==> src/rtl/rf_wb_arbiter.sv <==
// Writeback arbiter sharing one register-file write port between requesters A and B.
// Optional grant/conflict statistics outputs are enabled with `define RF_WB_ARB_STATS_EN.
module rf_wb_arbiter #(
   parameter int pw = 4,
   parameter int DW = 8
) (
   input  logic          clk,
   input  logic          rst_n,
   input  logic          a_valid,
   output logic          a_ready,
   input  logic [pw-1:0] a_addr,
   input  logic [DW-1:0] a_data,
   input  logic          b_valid,
   output logic          b_ready,
   input  logic [pw-1:0] b_addr,
   input  logic [DW-1:0] b_data,
   output logic          wr_en,
   output logic [pw-1:0] wr_addr,
   output logic [DW-1:0] dat_in,
   input  logic [pw-1:0] rd_addrA,
   input  logic [pw-1:0] rd_addrB,
   output logic          hazard
`ifdef RF_WB_ARB_STATS_EN
   ,
   output logic [15:0]   grant_cnt_a,
   output logic [15:0]   grant_cnt_b,
   output logic [15:0]   conflict_cnt
`endif
);

   typedef enum logic [1:0] {GNT_NONE, GNT_A, GNT_B} grant_t;

   grant_t        grant;
   logic          a_full, b_full;
   logic [pw-1:0] a_addr_q, b_addr_q;
   logic [DW-1:0] a_data_q, b_data_q;
   logic          age;     // 1: A's slot holds the older write
   logic          last_b;  // 1: previous grant went to B
   logic          a_load, b_load, a_keep, b_keep;

   // Grant depends on slot state only, never on the incoming valids.
   always_comb begin
      grant = GNT_NONE;
      if (a_full && b_full) begin
         if (a_addr_q == b_addr_q) grant = age ? GNT_A : GNT_B;
         else                      grant = last_b ? GNT_A : GNT_B;
      end else if (a_full) begin
         grant = GNT_A;
      end else if (b_full) begin
         grant = GNT_B;
      end
   end

   always_comb begin
      a_ready = !a_full || (grant == GNT_A);
      b_ready = !b_full || (grant == GNT_B);
      a_load  = a_valid && a_ready;
      b_load  = b_valid && b_ready;
      a_keep  = a_full && (grant != GNT_A);
      b_keep  = b_full && (grant != GNT_B);
   end

   always_ff @(posedge clk or negedge rst_n) begin
      if (!rst_n) begin
         a_full   <= 1'b0;
         b_full   <= 1'b0;
         a_addr_q <= '0;
         b_addr_q <= '0;
         a_data_q <= '0;
         b_data_q <= '0;
         age      <= 1'b0;
         last_b   <= 1'b1;
         wr_en    <= 1'b0;
         wr_addr  <= '0;
         dat_in   <= '0;
      end else begin
         if (a_load) begin
            a_full   <= 1'b1;
            a_addr_q <= a_addr;
            a_data_q <= a_data;
         end else if (grant == GNT_A) begin
            a_full <= 1'b0;
         end
         if (b_load) begin
            b_full   <= 1'b1;
            b_addr_q <= b_addr;
            b_data_q <= b_data;
         end else if (grant == GNT_B) begin
            b_full <= 1'b0;
         end
         // Simultaneous loads count A as older so B's value lands last.
         if (a_load && b_load)      age <= 1'b1;
         else if (a_load && b_keep) age <= 1'b0;
         else if (b_load && a_keep) age <= 1'b1;
         unique case (grant)
            GNT_A: begin
               wr_en   <= 1'b1;
               wr_addr <= a_addr_q;
               dat_in  <= a_data_q;
               last_b  <= 1'b0;
            end
            GNT_B: begin
               wr_en   <= 1'b1;
               wr_addr <= b_addr_q;
               dat_in  <= b_data_q;
               last_b  <= 1'b1;
            end
            default: wr_en <= 1'b0;
         endcase
      end
   end

   always_comb begin
      hazard = (a_full && ((a_addr_q == rd_addrA) || (a_addr_q == rd_addrB))) ||
               (b_full && ((b_addr_q == rd_addrA) || (b_addr_q == rd_addrB))) ||
               (wr_en  && ((wr_addr  == rd_addrA) || (wr_addr  == rd_addrB)));
   end

`ifdef RF_WB_ARB_STATS_EN
   always_ff @(posedge clk or negedge rst_n) begin
      if (!rst_n) begin
         grant_cnt_a  <= '0;
         grant_cnt_b  <= '0;
         conflict_cnt <= '0;
      end else begin
         if (grant == GNT_A)  grant_cnt_a  <= grant_cnt_a + 16'd1;
         if (grant == GNT_B)  grant_cnt_b  <= grant_cnt_b + 16'd1;
         if (a_full && b_full) conflict_cnt <= conflict_cnt + 16'd1;
      end
   end
`endif

endmodule

==> config.mk <==
export PLATFORM = sky130hd
export DESIGN_NAME = rf_wb_arbiter
export DESIGN_NICKNAME = d
export VERILOG_FILES = /design/src/rtl/rf_wb_arbiter.sv
export SDC_FILE = /design/constraint.sdc
export NUM_CORES = 1
export LEC_CHECK = 0
export CAP_MARGIN = 20
export CORE_MARGIN = 5
export CORE_UTILIZATION = 50
export DETAILED_ROUTE_END_ITERATION = 6
export PLACE_DENSITY = 0.85
export SYNTH_ARGS = -nofsm -noshare
export SYNTH_HDL_FRONTEND = slang
export SYNTH_SLANG_ARGS = --single-unit
==> constraint.sdc <==
create_clock -name clk -period 7.09 [get_ports clk]
set_clock_uncertainty 0.1 [all_clocks]
set_input_delay 1.418 -clock clk [delete_from_list [all_inputs] [get_ports clk]]
set_output_delay 1.418 -clock clk [all_outputs]
set_load 0.02 [all_outputs]
Word level (Yosys, flattened, before mapping)
Index checks and enable logic that the tools add are counted.
- register bits: 41
- input bits: 36
- output and inout bits: 16
- logic and storage cells: 64
- equality and inequality tests: 11
- multiplexer cells: 17
- reduce and logical (&&, ||, !) cells: 25
- operators with widths (cell ; number):
    $eq A4 B4 Y1 ; 7
    $pmux W8 S2 ; 1
    $mux W2 ; 6
    $logic_and A1 B1 Y1 ; 11
    $mux W1 ; 8
    $pmux W4 S2 ; 1
    $logic_or A1 B1 Y1 ; 7
    $reduce_bool A2 Y1 ; 3
    $reduce_bool A3 Y1 ; 1
    $eq A2 B1 Y1 const B ; 1
    $eq A2 B2 Y1 const B ; 1
    $logic_not A1 Y1 ; 2
    $ne A2 B1 Y1 const B ; 1
    $ne A2 B2 Y1 const B ; 1
    $pmux W1 S2 ; 1
    $reduce_or A2 Y1 ; 1

Logic depth before layout (Yosys ltp)
- depth in word-level cells: 10
- gate-level depth with buffers: 10

Worst setup path after synthesis
OpenSTA, ideal clock, no wires.
- path kind: input to output
- from: input port rd_addrA[3]
- to: output port hazard
- arrival: 2.116 ns
- required time: 5.572 ns
- setup slack: 3.456 ns
- stages on the path: 4
- buffers on the path: 0
- path through: xor2_1 nor4_1 o21ai_0 nand3_1
- word-level cells in the longest chain between the ends: 5
- elaborated cells on any way between the ends: 11
- classes of those cells: 3 x eq/ne; 8 x reduce/logical
- ends and longest elaborated chain (element ; RTL line ; text):
    start: declaration ; 20 ; input logic [pw-1:0] rd_addrA,
    $eq A4 B4 Y1, on equally long branches ; 114, 115 ;
    $logic_or A1 B1 Y1, on equally long branches ; 114, 115 ;
    $logic_and A1 B1 Y1, on equally long branches ; 114, 115 ;
    $logic_or A1 B1 Y1 ; 114 ; hazard = (a_full && ((a_addr_q == rd_addrA) || (a_addr_q == rd_addrB))) ||
    $logic_or A1 B1 Y1 (*) ; 115 ; (b_full && ((b_addr_q == rd_addrA) || (b_addr_q == rd_addrB))) ||
    end: declaration ; 22 ; output logic hazard
Every way passes the cells marked *; elsewhere a longest branch is shown, timed or not.

Worst setup path after layout
- from: register a_addr_q[0]
- to: output port b_ready
- word-level cells in the longest chain between the ends: 5
- ends and longest elaborated chain (element ; RTL line ; text):
    start: declaration ; 35 ; logic [pw-1:0] a_addr_q, b_addr_q;
    start signal: assignment ; 79 ; a_addr_q <= a_addr;
    $eq A4 B4 Y1 ; 45 ; if (a_addr_q == b_addr_q) grant = age ? GNT_A : GNT_B;
    $mux W2 ; 45 ;
    $mux W2 ; 44 ; if (a_full && b_full) begin
    $eq A2 B2 Y1 ; 56 ; b_ready = !b_full || (grant == GNT_B);
    $logic_or A1 B1 Y1 ; 56 ;
    end: declaration ; 14 ; output logic b_ready,
Every way passes these cells.

==> flow_summary_export.csv <==
group,metric,value,unit
placement,dp_hpwl,3.031,mm
sta,max_slew_margin,40.14,%
placement,place_ws,2299,ps
logic_synthesis,yosysWarnings,0,
pwr,power.switching,584.2,uW
global_routing,first_global_vias,1504,
logic_synthesis,synth.most_common_cell,"dfrtp_1",
layout,drive_above_1_share,16.97,%
cts,holdBufCountCts,0,
sta,final_hold_viol_count,0,
pwr,power_density,539.1,nW/um^2
logic_synthesis,seq_area_frac_synth,51.25,%
layout,diodes,0,
logic_synthesis,synth_top_area_share,49.94,%
cts,cts_tree,"done",
route,vias,1426,
global_routing,grt_pass1_wl,6.679,mm
logic_synthesis,yosysTopAreaCell,"dfrtp_1",
sta,timing.setup.tns,0,ps
worst_setup_path,cp.arrival,3450,ps
pwr,static-leakage-power,1.125,nW
route,dr.pass1.iters,4,
worst_setup_path,crit_chain,"xor2_1 > nor4_2 > mux2_4 > a21oi_1 > ha_1 > nand2b_2 > clkdlybuf4s50_1",
worst_setup_path,r2r-start,"a_addr_q[0]",
logic_synthesis,synthArstFlopShare,100.0,%
layout,fillers,313,
floorplanning,initial_core_util,50.84,%
worst_setup_path,ff2ff_setup_slack,3570,ps
worst_setup_path,startpoint,"a_addr_q[0]",
layout,finalNonFillerCells,268,
cts,cts_sinks,41,
cts,clock-root-buffer,"clkbuf_8",
min_path,hold_depth,2,
logic_synthesis,syn-instance-count,166,
cts,clockBufferDepth,2,
route,wl_per_cell,15.59,microns
worst_setup_path,rr_worst_depth,8,
sta,worst_hold_slack,394.8,ps
logic_synthesis,synth-main-ff-cell,"dfrtp_1",
cts,cts_buffers,5,
sta,min_period,4967,ps
placement,io_buffers,51,
sta,max_freq,201.3,MHz
worst_setup_path,crit_buf_inv,1,
run_status,status,"complete, no violations",
logic_synthesis,ys_ff_latch,41,
sta,period_share,70.06,%
logic_synthesis,netlist_area,2004,sq um
layout,fin_nets,255,
layout,fin_util,66.49,%
layout,areaGrowthSynthToFinish,30.77,%
sta,finalWorstSetupSlack,2123,ps
route,avgViaCountPerCell,5.321,
worst_setup_path,cp_top_family,"adder cells",
worst_setup_path,cp.depth,7,
cts,cts_resized,0,
global_routing,overflow,0,
logic_synthesis,syn-num-nets,204,
global_routing,grt_antenna_before_repair,0,
worst_setup_path,crit_path_end_kind,"output pin",
worst_setup_path,rr_endpoint,"b_data_q[2]",
worst_setup_path,crit_type,"flip-flop to output pin",
route,drc,0,
logic_synthesis,synth_edf_count,0,
placement,place_congestion,1.011,
sta,worst_pin_slew,897.9,ps
floorplanning,die-area,5375,sq um
flow_run,drv_cap,0,
pwr,clockPowerShare,10.3,%
min_path,holdCritPathClass,"flip-flop to flip-flop",
floorplanning,die_h,73.32,microns
logic_synthesis,ys_top_cells_by_area,"dfrtp_1 50%, mux2_2 14%, xor2_1 12%, mux2i_1 6.0%, o21ai_0 3.7%",
cts,path_clk_slew,80,ps
floorplanning,die_w,73.32,microns
worst_setup_path,critPathCapture,"b_ready",
worst_setup_path,critPathMaxStageDelay,730,ps
floorplanning,ios,52,
global_routing,grt_max_degree,42,
logic_synthesis,ys_types,23,
pwr,cell_internal_pwr,828.9,uW
worst_setup_path,start_kind,"flip-flop",
route,antenna_left,0,
floorplanning,std_cell_rows,23,
cts,postCtsSetupBuffers,0,
worst_setup_path,worstPathRequired,5570,ps
pwr,seqPwrFrac,33.9,%
pwr,vdd_drop_max,0.3055,mV
pwr,switching_share,41.34,%
pwr,comb_power_share,55.8,%
worst_setup_path,critPathSlowestCell,"ha_1",
floorplanning,core_area,3943,sq um
cts,htreeDepth,2,
route,drt-initial-drc-count,72,
placement,dp_cells,260,
sta,slew_violations,0,
worst_setup_path,cp_max_fo,14,
cts,clk_latency,290,ps
sta,report.final.setup_viol,0,
logic_synthesis,syn_avg_cell_area,12.07,sq um
logic_synthesis,ys_top_cells_by_count,"40 x dfrtp_1, 28 x xor2_1, 25 x mux2_2, 15 x o21ai_0, 14 x nand2_1",
route,routed_wl,4.177,mm
sta,grt_setup_unrepaired,"false",
global_routing,grt_util_all_layers,16.45,%
power by group through the flow:
stage	clock [mW]	sequential [mW]	combinational [mW]
2_1_floorplan	0	0.499	0.533
3_3_place_gp	0	0.478	0.768
3_5_place_dp	0	0.482	0.799
4_1_cts	0.149	0.479	0.801
5_1_grt	0.161	0.496	0.869
6_report	0.145	0.479	0.789
through the flow:
step	instance area (sq um)	total power [mW]
6_report	2621	1.413
5_1_grt	2621	1.526
4_1_cts	2621	1.430
3_5_place_dp	2539	1.281
3_3_place_gp	2539	1.247
2_1_floorplan	2004	1.032
worst reg2reg max path: stages, from the launching register on:
cell	delay, ps
dfrtp_1	470
xor2_1	200
nor4_2	330
mux2_4	350
a21oi_1	150
ha_1	730
nand2b_2	300
nand2_1	350
mux2_2	410
cells by family after synthesis:
logic type,Yosys count,synth area share [%]
adders and majority gates,2,1.248
muxes,38,20.79
and+or+nand+nor,27,6.929
xor gates and xnor gates,28,12.23
DFF,41,51.25
buffers and inverters,9,2.060
AOI/OAI and AO/OA,21,5.493
cells in the final DEF (no fill, tap or decap), drive strengths merged, types with 2 or more instances in the layout:
cell           instances
o21ai                 16
nand2b                 4
nor4                   7
ha                     2
mux2i                 12
clkdlybuf4s50         50
clkbuf                 6
xor2                  28
dfrtp                 40
clkinv                 2
mux2                  26
a21oi                  3
nand2                 14
inv                    2
routing by layer:
| layer | GRT usage, % | vias up | share of wire (%) |
|---|---|---|---|
| met1 | 20.60 | 694 | 43 |
| met2 | 25.92 | 49 | 47 |
| met3 | 5.882 | 10 | 7.9 |
| met4 | 6.640 | 0 | 2.2 |
| met5 | 0 | - | 0 |
| li1 | - | 673 | - |
worst min-delay path by stage:
stage	start	endpoint	slack [ps]
after floorplan	a_data_q[0]	a_data_q[0]	380
after global placement	dat_in[5]	dat_in[5]	370
after detailed placement	dat_in[6]	dat_in[6]	380
after CTS	dat_in[6]	dat_in[6]	400
after global routing	dat_in[6]	dat_in[6]	420
final	dat_in[5]	dat_in[5]	390
sequential cells by signal, indices dropped and copies added, names as in the netlist:
| signal | count |
|---|---|
| a_data_q | 8 |
| b_data_q | 8 |
| dat_in | 8 |
| a_addr_q | 4 |
| b_addr_q | 4 |
| wr_addr | 4 |
| a_full | 1 |
| age | 1 |
| b_full | 1 |
| last_b | 1 |
| wr_en | 1 |
area by class of cell:
class                      instances  area, sq um  area share (%)
clock inverter                     2        10.01          0.3819
timing repair buffer              51        505.5           19.28
clock buffer                       6        72.57           2.769
tap                               50        62.56           2.387
multi-input combinational        116        935.9           35.70
sequential                        41         1027           39.19
inverter                           2        7.507          0.2864
Power figures use the tool's default switching activity.
